<file path="src/rtl/riscv_pkg.sv">
// Shared types and opcode constants for the toy RV32I multi-cycle core.
// Decoder, control FSM and datapath all agree on these encodings.
package riscv_pkg;

  typedef enum logic [2:0] {
    R_TYPE       = 3'd0,
    I_TYPE       = 3'd1,
    S_TYPE       = 3'd2,
    B_TYPE       = 3'd3,
    U_TYPE       = 3'd4,
    J_TYPE       = 3'd5,
    UNKNOWN_TYPE = 3'd7
  } instruction_type_e;

  typedef enum logic [2:0] {
    IMM_NONE = 3'd0,
    IMM_I    = 3'd1,
    IMM_S    = 3'd2,
    IMM_B    = 3'd3,
    IMM_U    = 3'd4,
    IMM_J    = 3'd5
  } imm_type_e;

  typedef enum logic [2:0] {
    FETCH     = 3'd0,
    DECODE    = 3'd1,
    EXECUTE   = 3'd2,
    MEM       = 3'd3,
    WRITEBACK = 3'd4,
    TRAP      = 3'd5
  } ctrl_state_e;

  typedef enum logic [1:0] {
    PC_PLUS4  = 2'd0,
    PC_BR_JAL = 2'd1,
    PC_JALR   = 2'd2
  } pc_src_e;

  typedef enum logic [1:0] {
    WB_ALU = 2'd0,
    WB_MEM = 2'd1,
    WB_PC4 = 2'd2,
    WB_IMM = 2'd3
  } wb_sel_e;

  localparam logic [6:0] OPC_LUI    = 7'b0110111;
  localparam logic [6:0] OPC_AUIPC  = 7'b0010111;
  localparam logic [6:0] OPC_JAL    = 7'b1101111;
  localparam logic [6:0] OPC_JALR   = 7'b1100111;
  localparam logic [6:0] OPC_BRANCH = 7'b1100011;
  localparam logic [6:0] OPC_LOAD   = 7'b0000011;
  localparam logic [6:0] OPC_STORE  = 7'b0100011;
  localparam logic [6:0] OPC_OPIMM  = 7'b0010011;
  localparam logic [6:0] OPC_OP     = 7'b0110011;

  function automatic logic is_rv32i_opcode(input logic [6:0] opc);
    case (opc)
      OPC_LUI, OPC_AUIPC, OPC_JAL, OPC_JALR, OPC_BRANCH,
      OPC_LOAD, OPC_STORE, OPC_OPIMM, OPC_OP: return 1'b1;
      default:                                return 1'b0;
    endcase
  endfunction

  function automatic imm_type_e imm_for_type(input instruction_type_e t);
    case (t)
      I_TYPE:  return IMM_I;
      S_TYPE:  return IMM_S;
      B_TYPE:  return IMM_B;
      U_TYPE:  return IMM_U;
      J_TYPE:  return IMM_J;
      default: return IMM_NONE;
    endcase
  endfunction

endpackage

</file>
<file path="src/rtl/riscv_ctrl_watchdog.sv">
// Memory-request watchdog: counts stalled request cycles and flags expiry
// when the count reaches MEM_TIMEOUT with the request still unanswered.
module riscv_ctrl_watchdog #(
  parameter int unsigned MEM_TIMEOUT = 255,
  parameter int unsigned TIMEOUT_W   = 8
) (
  input  logic clk,
  input  logic rst,
  input  logic clear,
  input  logic count_en,
  output logic expired
);

  localparam logic [TIMEOUT_W-1:0] LIMIT   = TIMEOUT_W'(MEM_TIMEOUT);
  localparam logic                 ENABLED = (MEM_TIMEOUT != 0);

  logic [TIMEOUT_W-1:0] count_q, count_d;

  // Saturate at the limit so a disabled watchdog (limit 0) never moves.
  always_comb begin
    count_d = count_q;
    if (clear) begin
      count_d = '0;
    end else if (count_en && (count_q != LIMIT)) begin
      count_d = count_q + 1'b1;
    end
  end

  always_ff @(posedge clk) begin
    if (rst) begin
      count_q <= '0;
    end else begin
      count_q <= count_d;
    end
  end

  assign expired = ENABLED && count_en && (count_q == LIMIT);

endmodule

</file>
<file path="src/rtl/riscv_multicycle_ctrl.sv">
// Multi-cycle control FSM for the toy RV32I core: sequences fetch, decode,
// execute, memory and writeback and drives the datapath enables and selects.
module riscv_multicycle_ctrl
  import riscv_pkg::*;
#(
  parameter int unsigned MEM_TIMEOUT = 255,
  parameter int unsigned TIMEOUT_W   = 8
) (
  input  logic       clk,
  input  logic       rst,
  input  logic [2:0] instr_type,
  input  logic [6:0] opcode,
  input  logic       branch_taken,
  output logic       imem_req,
  input  logic       imem_ack,
  output logic       dmem_req,
  output logic       dmem_we,
  input  logic       dmem_ack,
  output logic       ir_we,
  output logic       pc_we,
  output logic [1:0] pc_src,
  output logic [2:0] imm_sel,
  output logic       alu_a_sel,
  output logic       alu_b_sel,
  output logic       rf_we,
  output logic [1:0] wb_sel,
  output logic       illegal,
  output logic [2:0] state_o
);

  ctrl_state_e state_q, state_d;
  logic        wd_count_en;
  logic        wd_expired;

  assign wd_count_en = ((state_q == FETCH) && !imem_ack) || ((state_q == MEM) && !dmem_ack);

  riscv_ctrl_watchdog #(
    .MEM_TIMEOUT (MEM_TIMEOUT),
    .TIMEOUT_W   (TIMEOUT_W)
  ) u_watchdog (
    .clk      (clk),
    .rst      (rst),
    .clear    (state_d != state_q),
    .count_en (wd_count_en),
    .expired  (wd_expired)
  );

  // NOTE: sequential state uses non-blocking assignments so every flop
  // samples pre-edge values regardless of process evaluation order.
  always_ff @(posedge clk) begin
    if (rst) begin
      state_q <= FETCH;
    end else begin
      state_q <= state_d;
    end
  end

  // NOTE: every output gets a default before the case, so no path through
  // this block leaves a variable unassigned and no latch is inferred.
  always_comb begin
    state_d   = state_q;
    imem_req  = 1'b0;
    dmem_req  = 1'b0;
    dmem_we   = 1'b0;
    ir_we     = 1'b0;
    pc_we     = 1'b0;
    pc_src    = PC_PLUS4;
    imm_sel   = IMM_NONE;
    alu_a_sel = 1'b0;
    alu_b_sel = 1'b0;
    rf_we     = 1'b0;
    wb_sel    = WB_ALU;
    illegal   = 1'b0;
    state_o   = state_q;

    if (state_q inside {DECODE, EXECUTE, MEM, WRITEBACK}) begin
      imm_sel   = imm_for_type(instruction_type_e'(instr_type));
      alu_a_sel = opcode inside {OPC_AUIPC, OPC_JAL, OPC_BRANCH};
      alu_b_sel = !(opcode inside {OPC_OP, OPC_BRANCH});
    end

    case (state_q)
      FETCH: begin
        imem_req = 1'b1;
        if (imem_ack) begin
          ir_we   = 1'b1;
          state_d = DECODE;
        end else if (wd_expired) begin
          state_d = TRAP;
        end
      end
      DECODE: begin
        if ((instr_type == UNKNOWN_TYPE) || !is_rv32i_opcode(opcode)) begin
          state_d = TRAP;
        end else begin
          state_d = EXECUTE;
        end
      end
      EXECUTE: begin
        if (opcode inside {OPC_LOAD, OPC_STORE}) begin
          state_d = MEM;
        end else if (opcode == OPC_BRANCH) begin
          pc_we   = 1'b1;
          pc_src  = branch_taken ? PC_BR_JAL : PC_PLUS4;
          state_d = FETCH;
        end else begin
          state_d = WRITEBACK;
        end
      end
      MEM: begin
        dmem_req = 1'b1;
        dmem_we  = (opcode == OPC_STORE);
        if (dmem_ack) begin
          if (opcode == OPC_STORE) begin
            pc_we   = 1'b1;
            state_d = FETCH;
          end else begin
            state_d = WRITEBACK;
          end
        end else if (wd_expired) begin
          state_d = TRAP;
        end
      end
      WRITEBACK: begin
        rf_we   = 1'b1;
        pc_we   = 1'b1;
        state_d = FETCH;
        case (opcode)
          OPC_LOAD: wb_sel = WB_MEM;
          OPC_JAL:  begin wb_sel = WB_PC4; pc_src = PC_BR_JAL; end
          OPC_JALR: begin wb_sel = WB_PC4; pc_src = PC_JALR;   end
          OPC_LUI:  wb_sel = WB_IMM;
          default:  wb_sel = WB_ALU;
        endcase
      end
      TRAP:    illegal = 1'b1;
      default: state_d = FETCH;
    endcase

    // Reset silences the whole interface immediately, not just from the next edge.
    if (rst) begin
      imem_req  = 1'b0;
      dmem_req  = 1'b0;
      dmem_we   = 1'b0;
      ir_we     = 1'b0;
      pc_we     = 1'b0;
      pc_src    = PC_PLUS4;
      imm_sel   = IMM_NONE;
      alu_a_sel = 1'b0;
      alu_b_sel = 1'b0;
      rf_we     = 1'b0;
      wb_sel    = WB_ALU;
      illegal   = 1'b0;
      state_o   = FETCH;
    end
  end

endmodule

</file>
<file path="config.mk">
export PLATFORM = sky130hd
export DESIGN_NAME = riscv_multicycle_ctrl
export DESIGN_NICKNAME = d
export VERILOG_FILES = /design/src/rtl/riscv_pkg.sv /design/src/rtl/riscv_ctrl_watchdog.sv /design/src/rtl/riscv_multicycle_ctrl.sv
export SDC_FILE = /design/constraint.sdc
export NUM_CORES = 1
export LEC_CHECK = 0
export BUFFER_PORTS_ARGS = -buffer_cell sky130_fd_sc_hd__buf_2
export CORE_ASPECT_RATIO = 1.5
export CORE_MARGIN = 2
export CORE_UTILIZATION = 54
export CTS_CLUSTER_SIZE = 8
export DETAILED_ROUTE_END_ITERATION = 12
export PLACE_DENSITY = 0.84
export SYNTH_ARGS = -nofsm -noshare
export SYNTH_HDL_FRONTEND = slang
export SYNTH_HIERARCHICAL = 1
export SYNTH_SLANG_ARGS = --single-unit
</file>
<file path="constraint.sdc">
create_clock -name clk -period 6.35 [get_ports clk]
set_clock_uncertainty 0.2 [all_clocks]
set_input_delay 1.27 -clock clk [delete_from_list [all_inputs] [get_ports clk]]
set_output_delay 1.27 -clock clk [all_outputs]
set_load 0.02 [all_outputs]
</file>
==> impl_metrics.json <==
{
  "yosysTopAreaCell": "dfxtp_1",
  "synth_ff_type": "dfxtp_1",
  "finalCritPeriodShare_pct": 63.6,
  "max_freq_mhz": 248,
  "dp_hpwl_um": 2010,
  "slew_viol_final": 0,
  "r2r_start": "state_q[0]",
  "synth-edff-count": 0,
  "routed_via_density": 6.19,
  "rsz0062_at_grt": "false",
  "crit_path_start": "rst",
  "yosys_register_bits": 11,
  "async_flop_share_pct": 0,
  "syn_area_um2": 1060,
  "drv_cap": 0,
  "synth-simple-area-share_pct": 39.6,
  "grt_pass1_vias": 1067,
  "grt_pass1_wl_um": 4280,
  "htree_levels": 1,
  "synthXorXnorAreaFrac_pct": 0.823,
  "routed_wl_um": 2600,
  "fin_crit_ns": 4.04,
  "fin_setup_tns_ns": 0,
  "start_util_pct": 57.4,
  "hold_path.class": "flop to flop",
  "muxShareOfSynthArea_pct": 1.88,
  "cts_hold_buf": 0,
  "critPathLaunchType": "primary input",
  "die_w_um": 40.3,
  "first_iter_violations": 28,
  "cts_tree": "done",
  "path_max_fanout": 12,
  "num_io_pins": 34,
  "synth-adder-area-share_pct": 1.18,
  "cts_resized": 0,
  "syn_avg_cell_area_um2": 7.55,
  "seq_area_frac_synth_pct": 20.7,
  "max_slew.worst_pin.slew_ns": 0.512,
  "synthToLayoutAreaGrowth_pct": 14.9,
  "outcome": "finished, final reports clean",
  "yosys-top-cells-count": "nand2_1, a21oi_1, nor2_1",
  "cellLeakagePower_nw": 0.510,
  "fp.dieH_um": 58.4,
  "path_clk_slew_ns": 0.07,
  "yosysMostFrequentCell": "nand2_1",
  "cts_buffers": 3,
  "cts.sinks": 11,
  "rows": 19,
  "critPathKind": "primary input to primary output",
  "fin_ws_ns": 2.31,
  "crit_top_cell": "buf_2",
  "num_vias": 1182,
  "worstHoldStart": "u_watchdog/count_q[5]",
  "synth_cell_types": 53,
  "hold_violations": 0,
  "power.density_nw_per_um2": 143,
  "io_buffers": 33,
  "dp_cells": 187,
  "drt_first_pass_iters": 4,
  "grt_max_degree": 15,
  "pre_cts_slack_ns": 2.35,
  "cp.arrival_ns": 2.57,
  "synth_top_area_share_pct": 20.7,
  "overflow": 0,
  "layout-drive-gt1-share_pct": 28.8,
  "ant_nets": 0,
  "setup_violations": 0,
  "max_stage_delay_ns": 0.33,
  "wl_per_cell_um": 13.6,
  "yosysWarningCount": 6,
  "antenna_cells": 0,
  "syn_nets": 157,
  "relSlewSlack_pct": 65.6,
  "ir_drop_mv": 0.125,
  "drt_drc_violations_left": 0,
  "nNetsFinal": 187,
  "synth_compound_area_share_pct": 28.9,
  "clock_insertion_delay_worst_skew_ns": 0.27,
  "antenna_found_initial": 0,
  "dieArea_um2": 2350,
  "critPathSlowestCell": "nor4bb_1",
  "core-area_um2": 1850,
  "path_cells": "buf_2 -> nand2b_4 -> nor3_2 -> nand3_1 -> nor4bb_1 -> buf_2",
  "synth.area.top_cells": "dfxtp_1, a21oi_1, nand2_1",
  "track_usage_pct": 25.1,
  "end_kind": "primary output",
  "synth_top_family_by_area": "simple AND/OR/NAND/NOR gates",
  "required_ns": 4.88,
  "stdcell_count": 191,
  "routabilityCongestion": 0.821,
  "synthCells": 141,
  "cts_post_setup_buffers_inserted": 0,
  "holdWs_ns": 0.301,
  "cts_buffer_depth": 2,
  "root_buffer": "clkbuf_4"
}
cells in the final DEF (no fill, tap or decap), types with 2 or more instances in the layout:
cell and instances:
buf_2 33, nand2_1 15, nor2_1 12, a21oi_1 12, dfxtp_1 11, nand2b_1 6, nand3_1 5, o21ai_0 5
inv_1 4, nor3_1 4, nor2b_1 3, nor3b_1 3, or3_1 3, a31oi_1 3, nand4_1 3, clkbuf_4 3
nand4b_1 2, a21o_1 2, o31ai_1 2, a311oi_1 2, and4_1 2, mux2i_1 2, a211oi_1 2
worst max-delay path: cells and delay by family:
family        cells  cell delay, ns
simple gates      4            0.90
buf+inv           2            0.40
through the flow:
step | util, % | area [µm²] | total power [mW]
3_5_place_dp | 64.6 | 1200 | 0.126
2_1_floorplan | - | 1060 | 0.112
6_report | 66.0 | 1220 | 0.175
3_3_place_gp | 64.6 | 1200 | 0.125
5_1_grt | 66.0 | 1220 | 0.185
4_1_cts | 66.0 | 1220 | 0.176
report_power, final:
part	internal [mW]	switching [mW]	total (mW)
registers	0.0708	0.00486	0.0756
logic	0.0195	0.0300	0.0494
clock network	0.0244	0.0251	0.0495
total	0.115	0.0600	0.175
registers in the layout (all words and copies together) (netlist names):
register            cells
state_q                 3
u_watchdog/count_q      8
final timing paths:
kind,to,slack (ns),cells after the start
max,pc_src[1],2.31,6
min,u_watchdog/count_q[5],0.30,1
max reg2reg,u_watchdog/count_q[4],3.32,10
min reg2reg,u_watchdog/count_q[5],0.30,1
kinds of logic (layout without fill, tap and decap cells):
family	Yosys count	in the layout
compound gates	42	42
simple gates	72	72
xor+xnor	1	1
flops	11	11
buf+inv	12	41
fa+ha+maj	1	1
mux	2	2
routing by layer:
layer / share of wire (%) / vias up / GRT usage, %
met5: 0 / - / 0
met4: 3.2 / 0 / 13.8
met3: 4.6 / 8 / 3.02
met2: 53 / 50 / 44.2
met1: 39 / 535 / 27.0
li1: - / 589 / -
cell type report:
class	instances	area (µm²)
Multi-Input combinational cell	118	771
Inverter	4	15.0
Sequential cell	11	220
Clock buffer	4	26.3
Fill cell	156	631
Timing Repair Buffer	33	165
Tap cell	21	26.3
Note: power is estimated with default switching activity, not from simulation.
